`src/rtl/pc_fetch_unit_pkg.sv`:
```
// Shared types and constants for the PC fetch unit.
// Holds the FSM state enum, reset defaults and label offset helper.
package pc_fetch_unit_pkg;

    localparam int PC_W = 16;

    typedef logic [PC_W-1:0] pc_t;

    localparam pc_t DEF_RESET_PC = 16'h0000;
    localparam pc_t DEF_HLT_WORD = 16'hE001;

    typedef enum logic [1:0] {
        ST_IDLE = 2'd0,
        ST_RUN  = 2'd1,
        ST_HALT = 2'd2
    } fetch_state_t;

    // Signed label offset: 11-bit for JMP, 8-bit for branches.
    function automatic pc_t label_off(
        input logic [10:0] lbl,
        input logic        jmp
    );
        pc_t off;
        if (jmp) off = {{(PC_W-11){lbl[10]}}, lbl};
        else     off = {{(PC_W-8){lbl[7]}}, lbl[7:0]};
        return off;
    endfunction

endpackage

```
`src/rtl/pc_fetch_unit_if.sv`:
```
// Instruction memory bus between the fetch unit and the imem.
// Read is combinational: rdata follows addr in the same cycle.
interface pc_fetch_unit_if;
    import pc_fetch_unit_pkg::*;

    pc_t imem_addr;
    pc_t imem_rdata;

    modport master (
        output imem_addr,
        input  imem_rdata
    );

    modport slave (
        input  imem_addr,
        output imem_rdata
    );

endinterface

```
`src/rtl/pc_fetch_unit_pc_next_mux.sv`:
```
// Combinational next-PC selection for the RUN state.
// Priority: halt hold > Rd > Rm > label > sequential.
module pc_next_mux
    import pc_fetch_unit_pkg::*;
(
    input  pc_t         pc,
    input  logic [10:0] label,
    input  logic        jmp,
    input  logic        flag_HLT,
    input  logic        flag_Rd_PC,
    input  logic        flag_Rm_PC,
    input  logic        flag_label_PC,
    input  pc_t         rm_data,
    input  pc_t         rd_data,
    output pc_t         pc_plus1,
    output pc_t         pc_next
);

    pc_t lbl_target;

    assign pc_plus1   = pc + pc_t'(1);
    assign lbl_target = pc_plus1 + label_off(label, jmp);

    always_comb begin
        pc_next = pc_plus1;
        priority case (1'b1)
            flag_HLT:      pc_next = pc;
            flag_Rd_PC:    pc_next = rd_data;
            flag_Rm_PC:    pc_next = rm_data;
            flag_label_PC: pc_next = lbl_target;
            default:       pc_next = pc_plus1;
        endcase
    end

endmodule

```
`src/rtl/pc_fetch_unit.sv`:
```
// Program counter, fetch FSM and retired-instruction counter.
// Fetch is zero-latency: imem_addr is PC, Instruction is imem_rdata.
module pc_fetch_unit
    import pc_fetch_unit_pkg::*;
#(
    parameter pc_t RESET_PC = DEF_RESET_PC,
    parameter pc_t HLT_WORD = DEF_HLT_WORD
) (
    input  logic             CLK,
    input  logic             RST_n,
    input  logic             start,
    input  logic             resume,
    input  logic             flag_HLT,
    input  logic             flag_label_PC,
    input  logic             flag_Rm_PC,
    input  logic             flag_Rd_PC,
    input  logic             JMP,
    input  pc_t              Rm_data,
    input  pc_t              Rd_data,
    pc_fetch_unit_if.master  imem,
    output pc_t              Instruction,
    output pc_t              PC,
    output pc_t              PC_plus1,
    output logic             running,
    output logic             halted,
    output pc_t              inst_count
);

    fetch_state_t state;
    pc_t          pc_q;
    pc_t          cnt_q;
    pc_t          pc_next;
    pc_t          pc_inc;

    assign running = (state == ST_RUN);
    assign halted  = (state == ST_HALT);

    assign imem.imem_addr = pc_q;
    assign Instruction    = running ? imem.imem_rdata : HLT_WORD;

    assign PC         = pc_q;
    assign PC_plus1   = pc_inc;
    assign inst_count = cnt_q;

    pc_next_mux u_mux (
        .pc            (pc_q),
        .label         (Instruction[10:0]),
        .jmp           (JMP),
        .flag_HLT      (flag_HLT),
        .flag_Rd_PC    (flag_Rd_PC),
        .flag_Rm_PC    (flag_Rm_PC),
        .flag_label_PC (flag_label_PC),
        .rm_data       (Rm_data),
        .rd_data       (Rd_data),
        .pc_plus1      (pc_inc),
        .pc_next       (pc_next)
    );

    always_ff @(posedge CLK) begin
        if (!RST_n) begin
            state <= ST_IDLE;
            pc_q  <= RESET_PC;
            cnt_q <= '0;
        end else begin
            unique case (state)
                ST_IDLE: begin
                    if (start) state <= ST_RUN;
                end
                ST_RUN: begin
                    pc_q <= pc_next;
                    // Counter saturates rather than wrapping.
                    if (cnt_q != '1) cnt_q <= cnt_q + pc_t'(1);
                    if (flag_HLT) state <= ST_HALT;
                end
                ST_HALT: begin
                    if (resume) begin
                        state <= ST_RUN;
                        pc_q  <= pc_inc;
                    end
                end
                default: state <= ST_IDLE;
            endcase
        end
    end

endmodule
```
`src/flat_wrapper.sv`:
```
// flat-port wrapper written by rule: the top's interface ports become plain ports
module pc_fetch_unit_flat import pc_fetch_unit_pkg::*;
#(
    parameter pc_t RESET_PC = DEF_RESET_PC,
    parameter pc_t HLT_WORD = DEF_HLT_WORD
)
  (CLK, RST_n, start, resume, flag_HLT, flag_label_PC, flag_Rm_PC, flag_Rd_PC, JMP, Rm_data, Rd_data, Instruction, PC, PC_plus1, running, halted, inst_count, imem_imem_addr, imem_imem_rdata);
  pc_fetch_unit_if imem_i ();
  input  logic CLK;
  input  logic RST_n;
  input  logic start;
  input  logic resume;
  input  logic flag_HLT;
  input  logic flag_label_PC;
  input  logic flag_Rm_PC;
  input  logic flag_Rd_PC;
  input  logic JMP;
  input  pc_t Rm_data;
  input  pc_t Rd_data;
  output pc_t Instruction;
  output pc_t PC;
  output pc_t PC_plus1;
  output logic running;
  output logic halted;
  output pc_t inst_count;
  output wire logic [$bits(imem_i.imem_addr)-1:0] imem_imem_addr;
  input wire logic [$bits(imem_i.imem_rdata)-1:0] imem_imem_rdata;
  assign imem_imem_addr = imem_i.imem_addr;
  assign imem_i.imem_rdata = imem_imem_rdata;
  pc_fetch_unit #(.RESET_PC(RESET_PC), .HLT_WORD(HLT_WORD)) u_core (.CLK(CLK), .RST_n(RST_n), .start(start), .resume(resume), .flag_HLT(flag_HLT), .flag_label_PC(flag_label_PC), .flag_Rm_PC(flag_Rm_PC), .flag_Rd_PC(flag_Rd_PC), .JMP(JMP), .Rm_data(Rm_data), .Rd_data(Rd_data), .imem(imem_i), .Instruction(Instruction), .PC(PC), .PC_plus1(PC_plus1), .running(running), .halted(halted), .inst_count(inst_count));
endmodule
```
`config.mk`:
```
export PLATFORM = sky130hd
export DESIGN_NAME = pc_fetch_unit_flat
export DESIGN_NICKNAME = d
export VERILOG_FILES = /design/src/rtl/pc_fetch_unit_pkg.sv /design/src/rtl/pc_fetch_unit_if.sv /design/src/rtl/pc_fetch_unit_pc_next_mux.sv /design/src/rtl/pc_fetch_unit.sv /design/src/flat_wrapper.sv
export SDC_FILE = /design/constraint.sdc
export NUM_CORES = 1
export LEC_CHECK = 0
export BUFFER_PORTS_ARGS = -buffer_cell sky130_fd_sc_hd__buf_2
export CORE_MARGIN = 4
export CORE_UTILIZATION = 45
export DETAILED_ROUTE_END_ITERATION = 7
export PLACE_DENSITY_LB_ADDON = 0.1
export SETUP_SLACK_MARGIN = 0.2
export SYNTH_ARGS = -nofsm -noshare
export SYNTH_HDL_FRONTEND = slang
export SYNTH_SLANG_ARGS = --single-unit
```
`constraint.sdc`:
```
create_clock -name CLK -period 3.36 [get_ports CLK]
set_input_delay 0.672 -clock CLK [delete_from_list [all_inputs] [get_ports CLK]]
set_output_delay 0.672 -clock CLK [all_outputs]
set_load 0.03 [all_outputs]
```
# Word level (Yosys, flattened, before mapping)
# Cells that the tools add are included.
# classes
addsub,3
n_eq_ne,7
mux,12
n_reduce_logical,5
# ops
cell,n
$mux 16,7
$add 16x1->16 const B,2
$pmux 16 s2,1
$add 16x16->16,1
$ne 16x16->1 const B,1
$ne 2x2->1 const B,4
$mux 2,3
$pmux 2 s3,1
$reduce_and 3->1,2
$eq 2x1->1 const B,1
$eq 2x2->1 const B,1
$logic_not 2->1,1
$reduce_and 2->1,1
$reduce_bool 2->1,1
# totals
regBits,34
out_inout_bits,82
elab_cells,30

# Logic depth before layout (Yosys ltp)
# Gate-level depths: netlist of the first run.
# logic_depth
word_depth,9
ltp_mapped,15
ltp_nobuf,13

# Modules after synthesis
# From an unflattened synthesis of the first run, not the netlist that was laid out.
# hier_totals
hier_cells,487
area_unflattened_um2,3708.6
# modules_own_cells
module,n_inst,cells_each,area_each_um2,seq_area_each_um2
pc_fetch_unit,1,219,1921.8,680.7
pc_next_mux,1,268,1786.7,0.0

# Worst setup path after synthesis of the first run
# Ideal clock, no wire load.
# synth_timing
path_kind,reg-to-reg
from,register u_core.state[0]
to,register u_core.pc_q[15] (netlist: u_core.PC[15])
t_arrival_ps,3854
t_required_ps,3236
setup_slack_ps,-619
path_stages_with_launch,16
n_path_buf,3
synth_period_minus_slack_ps,3979
path_cell_list,dfxtp_1 -> buf_2 -> nand2b_1 -> inv_1 -> clkbuf_1 -> clkbuf_1 -> and2_1 -> ha_1 -> a211o_1 -> a2111oi_2 -> nor3b_1 -> o2111ai_1 -> o21ai_1 -> mux2_4 -> a211oi_1 -> nor3_1
# synth_between
elab_chain_cells,9
word_cells_on_any_way,14
classes_between,add/sub: 1; eq/ne: 4; mux: 7; reduce/logical: 2
# synth_rtl
item,line_no,text
start: declaration,pc_fetch_unit.sv:29,fetch_state_t state;
start signal: assignment,pc_fetch_unit.sv:61,state <= ST_IDLE;
start signal: assignment,pc_fetch_unit.sv:67,if (start) state <= ST_RUN;
start signal: assignment,pc_fetch_unit.sv:73,if (flag_HLT) state <= ST_HALT;
$eq 2x1->1,pc_fetch_unit.sv:35,assign running = (state == ST_RUN);
named net running,flat_wrapper.sv:23,output logic running;
$mux 16,pc_fetch_unit.sv:39,assign Instruction = running ? imem.imem_rdata : HLT_WORD;
named net Instruction[1],flat_wrapper.sv:20,output pc_t Instruction;
$mux 16,pc_fetch_unit_pkg.sv:24,"if (jmp) off = {{(PC_W-11){lbl[10]}}, lbl};"
$add 16x16->16,pc_fetch_unit_pc_next_mux.sv:22,"assign lbl_target = pc_plus1 + label_off(label, jmp);"
$mux 16 (4 in series),pc_fetch_unit_pc_next_mux.sv:26,priority case (1'b1)
$pmux 16 s2,pc_fetch_unit.sv:65,unique case (state)
end signal: assignment,pc_fetch_unit.sv:70,pc_q <= pc_next;
end signal: assignment,pc_fetch_unit.sv:78,pc_q <= pc_inc;
end: declaration,pc_fetch_unit.sv:30,pc_t pc_q;
# The timed path passes the listed nets, and every way through them passes these cells. The select of a mux whose other input is x is not followed.
# A chain may end at the register's enable or synchronous reset.

# Worst setup path after layout of the first run
# layout_timing
from,register u_core.state[1]
to,register u_core.pc_q[15] (netlist: u_core.PC[15])
# layout_between
elab_chain_cells,9
word_cells_on_any_way,14
classes_between,add/sub: 1; eq/ne: 4; mux: 7; reduce/logical: 2
# layout_rtl
item,line_no
$eq 2x1->1,"pc_fetch_unit.sv:35, pc_fetch_unit.sv:65"
$mux 16,pc_fetch_unit.sv:39
$mux 16,pc_fetch_unit_pkg.sv:24
$add 16x16->16,pc_fetch_unit_pc_next_mux.sv:22
$mux 16 (4 in series),pc_fetch_unit_pc_next_mux.sv:26
$pmux 16 s2,pc_fetch_unit.sv:65
# Parallel ways exist; a longest one is shown, timed or not. The select of a mux whose other input is x is not followed.

==> results of run 1 <==
-- layout by cell type, fill, tap and decap left out, types with 7 or more instances in the layout --
master	count
sky130_fd_sc_hd__nor3_1	11
sky130_fd_sc_hd__buf_4	21
sky130_fd_sc_hd__xnor2_1	21
sky130_fd_sc_hd__o21a_1	7
sky130_fd_sc_hd__nand2b_1	8
sky130_fd_sc_hd__a21o_1	7
sky130_fd_sc_hd__o21ai_0	24
sky130_fd_sc_hd__ha_1	9
sky130_fd_sc_hd__buf_2	138
sky130_fd_sc_hd__and2_1	23
sky130_fd_sc_hd__nand2_1	48
sky130_fd_sc_hd__o211ai_1	11
sky130_fd_sc_hd__a21boi_0	8
sky130_fd_sc_hd__a21oi_1	25
sky130_fd_sc_hd__dfxtp_1	25
sky130_fd_sc_hd__xor2_1	7
sky130_fd_sc_hd__nor2_1	25
sky130_fd_sc_hd__nand3_1	13
sky130_fd_sc_hd__inv_1	16
-- metrics by stage --
stage                     worst slack [ps]  area (µm²)  utilization
final                                  296        4840        0.630
after global routing                   170        4840        0.630
after CTS                              203        4660        0.606
after floorplan                        148        3760            -
after global placement                83.5        4470        0.582
after detailed placement              40.6        4470        0.582
-- worst paths after layout --
path / slack [ps] / endpoint / startpoint
worst max-delay path: 300 / u_core.PC[15] / u_core.state[1]
worst min register to register: 500 / u_core.PC[10] / u_core.PC[10]
worst max register to register: 300 / u_core.PC[15] / u_core.state[1]
worst min-delay path: 500 / u_core.PC[10] / u_core.PC[10]
-- state kept, by name, indices dropped and copies added (netlist names) --
register / cells
u_core.PC: 16
u_core.inst_count: 16
u_core.state: 2
-- cell type report --
cell class | instances | share of cell area
Clock buffer | 6 | 0.0194
Clock inverter | 2 | 0.00801
Inverter | 19 | 0.0147
Multi-Input combinational cell | 376 | 0.602
Sequential cell | 34 | 0.145
Tap cell | 102 | 0.0264
Timing Repair Buffer | 161 | 0.185
-- tightest hold or removal path: stages (launching register included) --
cell and delay (ps):
sky130_fd_sc_hd__dfxtp_1 350, sky130_fd_sc_hd__nand2_1 70, sky130_fd_sc_hd__a21boi_1 50
-- metal layers --
layer	part of all wire	global-route usage
met2	0.50	0.416
met3	0.066	0.0397
met4	0.014	0.0680
met5	0	0
met1	0.42	0.295
-- power by group through the flow --
stage	registers (mW)	clock network (mW)	logic, mW
CTS	0.448	0.453	0.525
global placement	0.460	0	0.506
finish	0.449	0.438	0.555
floorplan	0.485	0	0.348
detailed placement	0.461	0	0.514
global route	0.452	0.467	0.601
-- logic make-up after synthesis --
kind of cell | count (synthesis) | synth area share
muxes | 5 | 0.0162
DFF | 34 | 0.192
buffers and inverters | 55 | 0.0762
xor gates and xnor gates | 40 | 0.115
adders and majority gates | 18 | 0.0656
and+or+nand+nor | 179 | 0.270
AOI/OAI and AO/OA | 134 | 0.265
-- repair_timing --
| action | 4_1_cts | 5_1_grt |
|---|---|---|
| buffers inserted | 3 | 6 |
| endpoints found under the hold margin | 0 | 0 |
| endpoints found under the setup margin | 2 | 7 |
| resized for setup | 8 | 24 |
| pin swaps | 3 | 8 |
| gates cloned | 0 | 1 |
==> run metrics, run 1 <==
routed vias/inst=5.61; count of vias placed by the detailed router=3927; syn avg cell area=7.63 µm²; ratio of total power to cell area=between 200 and 300 mW/mm²; initial detailed-routing violation count=163; total buffers and inverters traversed by the critical path=4; remaining routing DRC violations=0; share of the synthesized area in the top cell type=0.192; number of standard-cell rows in the floorplan=32; Fillers=718; dominant delay contributor by cell family on the critical path=simple AND/OR/NAND/NOR gates; worst endpoint data arrival time=3280 ps; share of layout cells above drive strength 1=0.391; power share of the clock group=0.304; Main synth FF type=sky130_fd_sc_hd__dfxtp_1; DP Cell Count=682; clock root buffer=sky130_fd_sc_hd__clkbuf_8; Tcrit/Tclk final=0.912; reported net switching power=531 µW; clock skew=between 6 and 7 ps; max_slew headroom=0.601; most frequent cell after synthesis=sky130_fd_sc_hd__nand2_1; synthesis-to-layout area growth=36.4%; Total Wirelength=11.6 mm; die area=0.00937 mm²; Max Clock Freq=0.326 GHz; peak supply drop=0.168 mV; antenna violations before repair=0; clock tree buffer depth=2; Chip Width=approximately 97 µm; Fin. Hold Viols=0; Worst Reg2Reg Path Length in Cells=14; grt ovf=0; I/O Buffers=138; Post-synth EDFFs=0; standard cell core area=0.00769 mm²; worst path required time=3580 ps; leakage power of the design=~2.3 nW; routed wirelength normalized by instance count=16.6 µm; number of inserted diodes=0; post-layout power=1.44 mW; largest cells by area after synthesis=sky130_fd_sc_hd__dfxtp_1 (19%), sky130_fd_sc_hd__xnor2_1 (6.2%), sky130_fd_sc_hd__ha_1 (6.0%); Synth async-reset ratio=0; TritonCTS buffer count=5; library cell contributing the largest single delay on the critical path=sky130_fd_sc_hd__ha_1; initial core utilization=0.462; WP depth=14; ordered list of cells on the worst path=nand2b_1, inv_2, buf_12, buf_4, nand2_1, inv_1, ha_1, a21oi_4, nor2b_1, a41oi_1, o21ai_2, mux2_4, and4b_1, nor3_1; post-DP HPWL=8.70 mm; area used by multi-input combinational logic=0.00292 mm²; fin. max-slew vios=0; Clock Sinks=34; slew of the pin with the lowest slew margin=599 ps; flip-flop and latch count after synthesis=34; Seq/Total Area, Yosys=0.192; count of placed standard cells in the final layout, fillers left out=700; Yosys top cell by area=sky130_fd_sc_hd__dfxtp_1; critical setup path kind=flop to flop; first-pass GRT wire length=18.5 mm; detailed-routing iteration count for the pre-antenna-repair pass=4; insertion delay to the later sink of the worst-skew pair=around 290 ps; TritonCTS clock tree=yes; placer's final routability congestion estimate=0.962; combinational share of power=0.385; portion of total power attributed to sequential cells=0.311; warning count from the yosys run=0; crit path max fanout=10; total area of sequential cells=699 µm²; total negative setup slack=0 ps; GR Util All Layers=0.236; total number of H-tree levels=2; die outline height=96.8 µm; setup repair after global routing missed its margin=true; post-synth cell types=69; Post-Synthesis Net Count=540; Total Nets Final=672; number of global-route vias before repair=3816; number of instances on the worst hold path=2; final-report setup violation count=0; final period demand of the worst path=3060 ps; maximum number of pins on one net before global-route repair=37; switching power as a share of total power=0.368; status=completed; clk slew on worst S/H paths=around 80 ps; I/O pin count=139; Routed Antenna Nets=0; critical path startpoint category=flop; type of the tightest min-delay check=flop to flop; top cells by instance count after synthesis=sky130_fd_sc_hd__nand2_1 (48), sky130_fd_sc_hd__dfxtp_1 (34), sky130_fd_sc_hd__nor2_1 (29); Max Cap Violations=0; worst hold margin=502 ps; Synth Cell Area=0.00355 mm²; Gate Count Post-Synth=465; hold buffer count at cts=0; internal power consumption=910 µW; type of element capturing the critical path=flop; maximum cell stage delay along the critical path=between 400 and 500 ps
Note: power is estimated with default switching activity, not from simulation.
==> inputs of run 2 (changes only) <==
CORE_UTILIZATION = 30   (was 45)
==> run 2 against run 1 <==
Net effect: total power up 11%; via count shrank 0.59%; maximum frequency is 1.3% higher; register-to-register slack improved by 40 ps; final cell count is 7.3% higher; sequential power hardly changed; die area up 45%; sequential share of layout area fell by 0.38 points; core utilization decreased by 20 points; non-clock buffer count is 10 higher; worst hold slack better by 2.2 ps; flip-flop and latch count unchanged; highest routed layer unchanged.
==> run metrics, run 2 (same netlist as run 1, synthesis figures left out) <==
dominant delay contributor by cell family on the critical path=compound AO/OA/AOI/OAI gates; grt ovf=0 (unchanged); peak supply drop=0.210 mV (+25%); Tcrit/Tclk final=0.901 (-0.0115); first-pass GRT wire length=19.8 mm (+6.7%); Hold Path Origin=u_core.inst_count[10]; total buffers and inverters traversed by the critical path=0 (-4); setup repair after global routing missed its margin=false; routed wirelength normalized by instance count=17.1 µm (+3.3%); detailed-routing iteration count for the pre-antenna-repair pass=4 (unchanged); library cell contributing the largest single delay on the critical path=sky130_fd_sc_hd__dfxtp_4; number of standard-cell rows in the floorplan=39 (+22%); antenna violations before repair=0 (unchanged); I/O Buffers=138 (unchanged); total negative setup slack=0 ps (unchanged); met3 routed wirelength=748 µm (-1.8%); ratio of total power to cell area=321 mW/mm² (+7.7%); final cell area excluding filler cells=0.00499 mm² (+3.1%); fin. max-slew vios=0 (unchanged); met2 routed wirelength=6.03 mm (+3.7%); hold buffer count at cts=0 (unchanged); highest layer used for signal routing=met4; crit path max fanout=5 (-5); clk slew on worst S/H paths=60 ps (-20 ps); insertion delay to the later sink of the worst-skew pair=290 ps (about the same); share of layout cells above drive strength 1=0.398 (+0.00672); type of the tightest min-delay check=flop to flop; Max Clock Freq=0.331 GHz (+1.3%); Fillers=1205 (+68%); Routed Antenna Nets=0 (unchanged); I/O pin count=139 (unchanged); Clock Sinks=34 (unchanged); initial detailed-routing violation count=213 (+31%); post-placement setup slack=64.6 ps (+24.0 ps); GR Util All Layers=0.186 (-0.0502); Total Wirelength=12.9 mm (+11%); leakage power of the design=2.41 nW (+3.9%); Max Cap Violations=0 (unchanged); status=completed; total number of H-tree levels=2 (unchanged); clock tree buffer depth=2 (unchanged); most frequent cells in the layout=sky130_fd_sc_hd__buf_2 (138), sky130_fd_sc_hd__nand2_1 (48), sky130_fd_sc_hd__buf_4 (32), sky130_fd_sc_hd__nor2_1 (26), sky130_fd_sc_hd__a21oi_1 (26); ordered list of cells on the worst path=ha_4, and3_4, xnor2_4, ha_4, a21o_1, a2111oi_4, nor3b_2, o2111ai_1, and3_1, o2111ai_1, nor3b_2, o31ai_1; detailed-route wire length on metal 1=5.82 mm (+20%); Fin. Hold Viols=0 (unchanged); slew of the pin with the lowest slew margin=770 ps (+171 ps); routed vias/inst=5.20 (-7.3%); die area=0.0136 mm² (+45%); clock skew=2.22 ps (-4.05 ps); synthesis-to-layout area growth=40.5%; initial core utilization=0.308 (-0.153); beginning of the critical path=u_core.PC[1]; critical path startpoint category=flop; post-DP HPWL=9.77 mm (+12%); number of inserted diodes=0 (unchanged); maximum number of pins on one net before global-route repair=27 (-27%); maximum cell stage delay along the critical path=390 ps (-30 ps); critical setup path kind=flop to flop; standard cell core area=0.0115 mm² (+50%); Total Nets Final=682 (+1.5%); remaining routing DRC violations=0 (unchanged); count of vias placed by the detailed router=3904 (-0.59%); reg-to-reg slack, setup=330 ps (+40 ps); max_slew headroom=0.480 (-0.121); DP Area=0.00456 mm² (+1.9%); TritonCTS buffer count=5 (unchanged); r2r startpoint=u_core.PC[1]; number of global-route vias before repair=3743 (-1.9%); type of element capturing the critical path=flop; TritonCTS clock tree=yes; worst endpoint data arrival time=3230 ps (-50 ps); clock root buffer=sky130_fd_sc_hd__clkbuf_16; Chip Width=117 µm (+21%); Final Worst Setup Slack=334 ps (+38.7 ps); worst path required time=3560 ps (-20 ps); die outline height=117 µm (+21%); placer's final routability congestion estimate=0.827 (-14%); final-report setup violation count=0 (unchanged); most common cell after layout, fill and taps aside=sky130_fd_sc_hd__buf_2; final period demand of the worst path=3030 ps (-38.7 ps)
-- run 2: layer usage --
| metal | global-route usage | vias up |
|---|---|---|
| met2 | 0.310 | 131 |
| met5 | 0 | - |
| met4 | 0.0489 | 0 |
| met3 | 0.0254 | 16 |
| met1 | 0.253 | 1804 |
| li1 | - | 1953 |
-- run 2: through the flow --
step	power, mW	hold WS [ps]	utilization	instances
floorplan	0.832	569	-	465
global placement	0.982	486	0.396	729
detailed placement	0.985	498	0.396	729
CTS	1.60	506	0.416	739
global route	1.67	553	0.433	751
finish	1.60	505	0.433	751
-- run 2: final timing paths --
kind         cells past startpoint                     to
max reg2reg                     12          u_core.PC[13]
max                             12          u_core.PC[13]
min reg2reg                      2  u_core.inst_count[10]
min                              2  u_core.inst_count[10]
-- run 2: cell type report --
class	instances	area, µm²	share of cell area
Multi-Input combinational cell	376	2900	0.582
Clock buffer	6	150	0.0301
Sequential cell	34	702	0.141
Inverter	19	73.8	0.0148
Clock inverter	2	38.8	0.00778
Timing Repair Buffer	171	943	0.189
Tap cell	143	179	0.0359
-- run 2: repair_timing --
item                                    4_1_cts  5_1_grt
gates resized for setup                       9       23
endpoints found under the setup margin        6        8
pin swaps                                     4       11
buffers inserted                              2       12
-- run 2: worst register-to-register path, stage by stage, from the launching register on --
cell	delay [ps]
sky130_fd_sc_hd__dfxtp_4	390
sky130_fd_sc_hd__ha_4	190
sky130_fd_sc_hd__and3_4	250
sky130_fd_sc_hd__xnor2_4	140
sky130_fd_sc_hd__ha_4	240
sky130_fd_sc_hd__a21o_1	210
sky130_fd_sc_hd__a2111oi_4	390
sky130_fd_sc_hd__nor3b_2	130
sky130_fd_sc_hd__o2111ai_1	250
sky130_fd_sc_hd__and3_1	220
sky130_fd_sc_hd__o2111ai_1	120
sky130_fd_sc_hd__nor3b_2	180
sky130_fd_sc_hd__o31ai_1	220
-- run 2: where the power goes --
group	switching [mW]	total [mW]	leakage, nW	internal [mW]
Sequential	0.0266	0.446	0.281	0.419
Clock	0.200	0.596	0.0922	0.397
Combinational	0.337	0.558	2.03	0.221
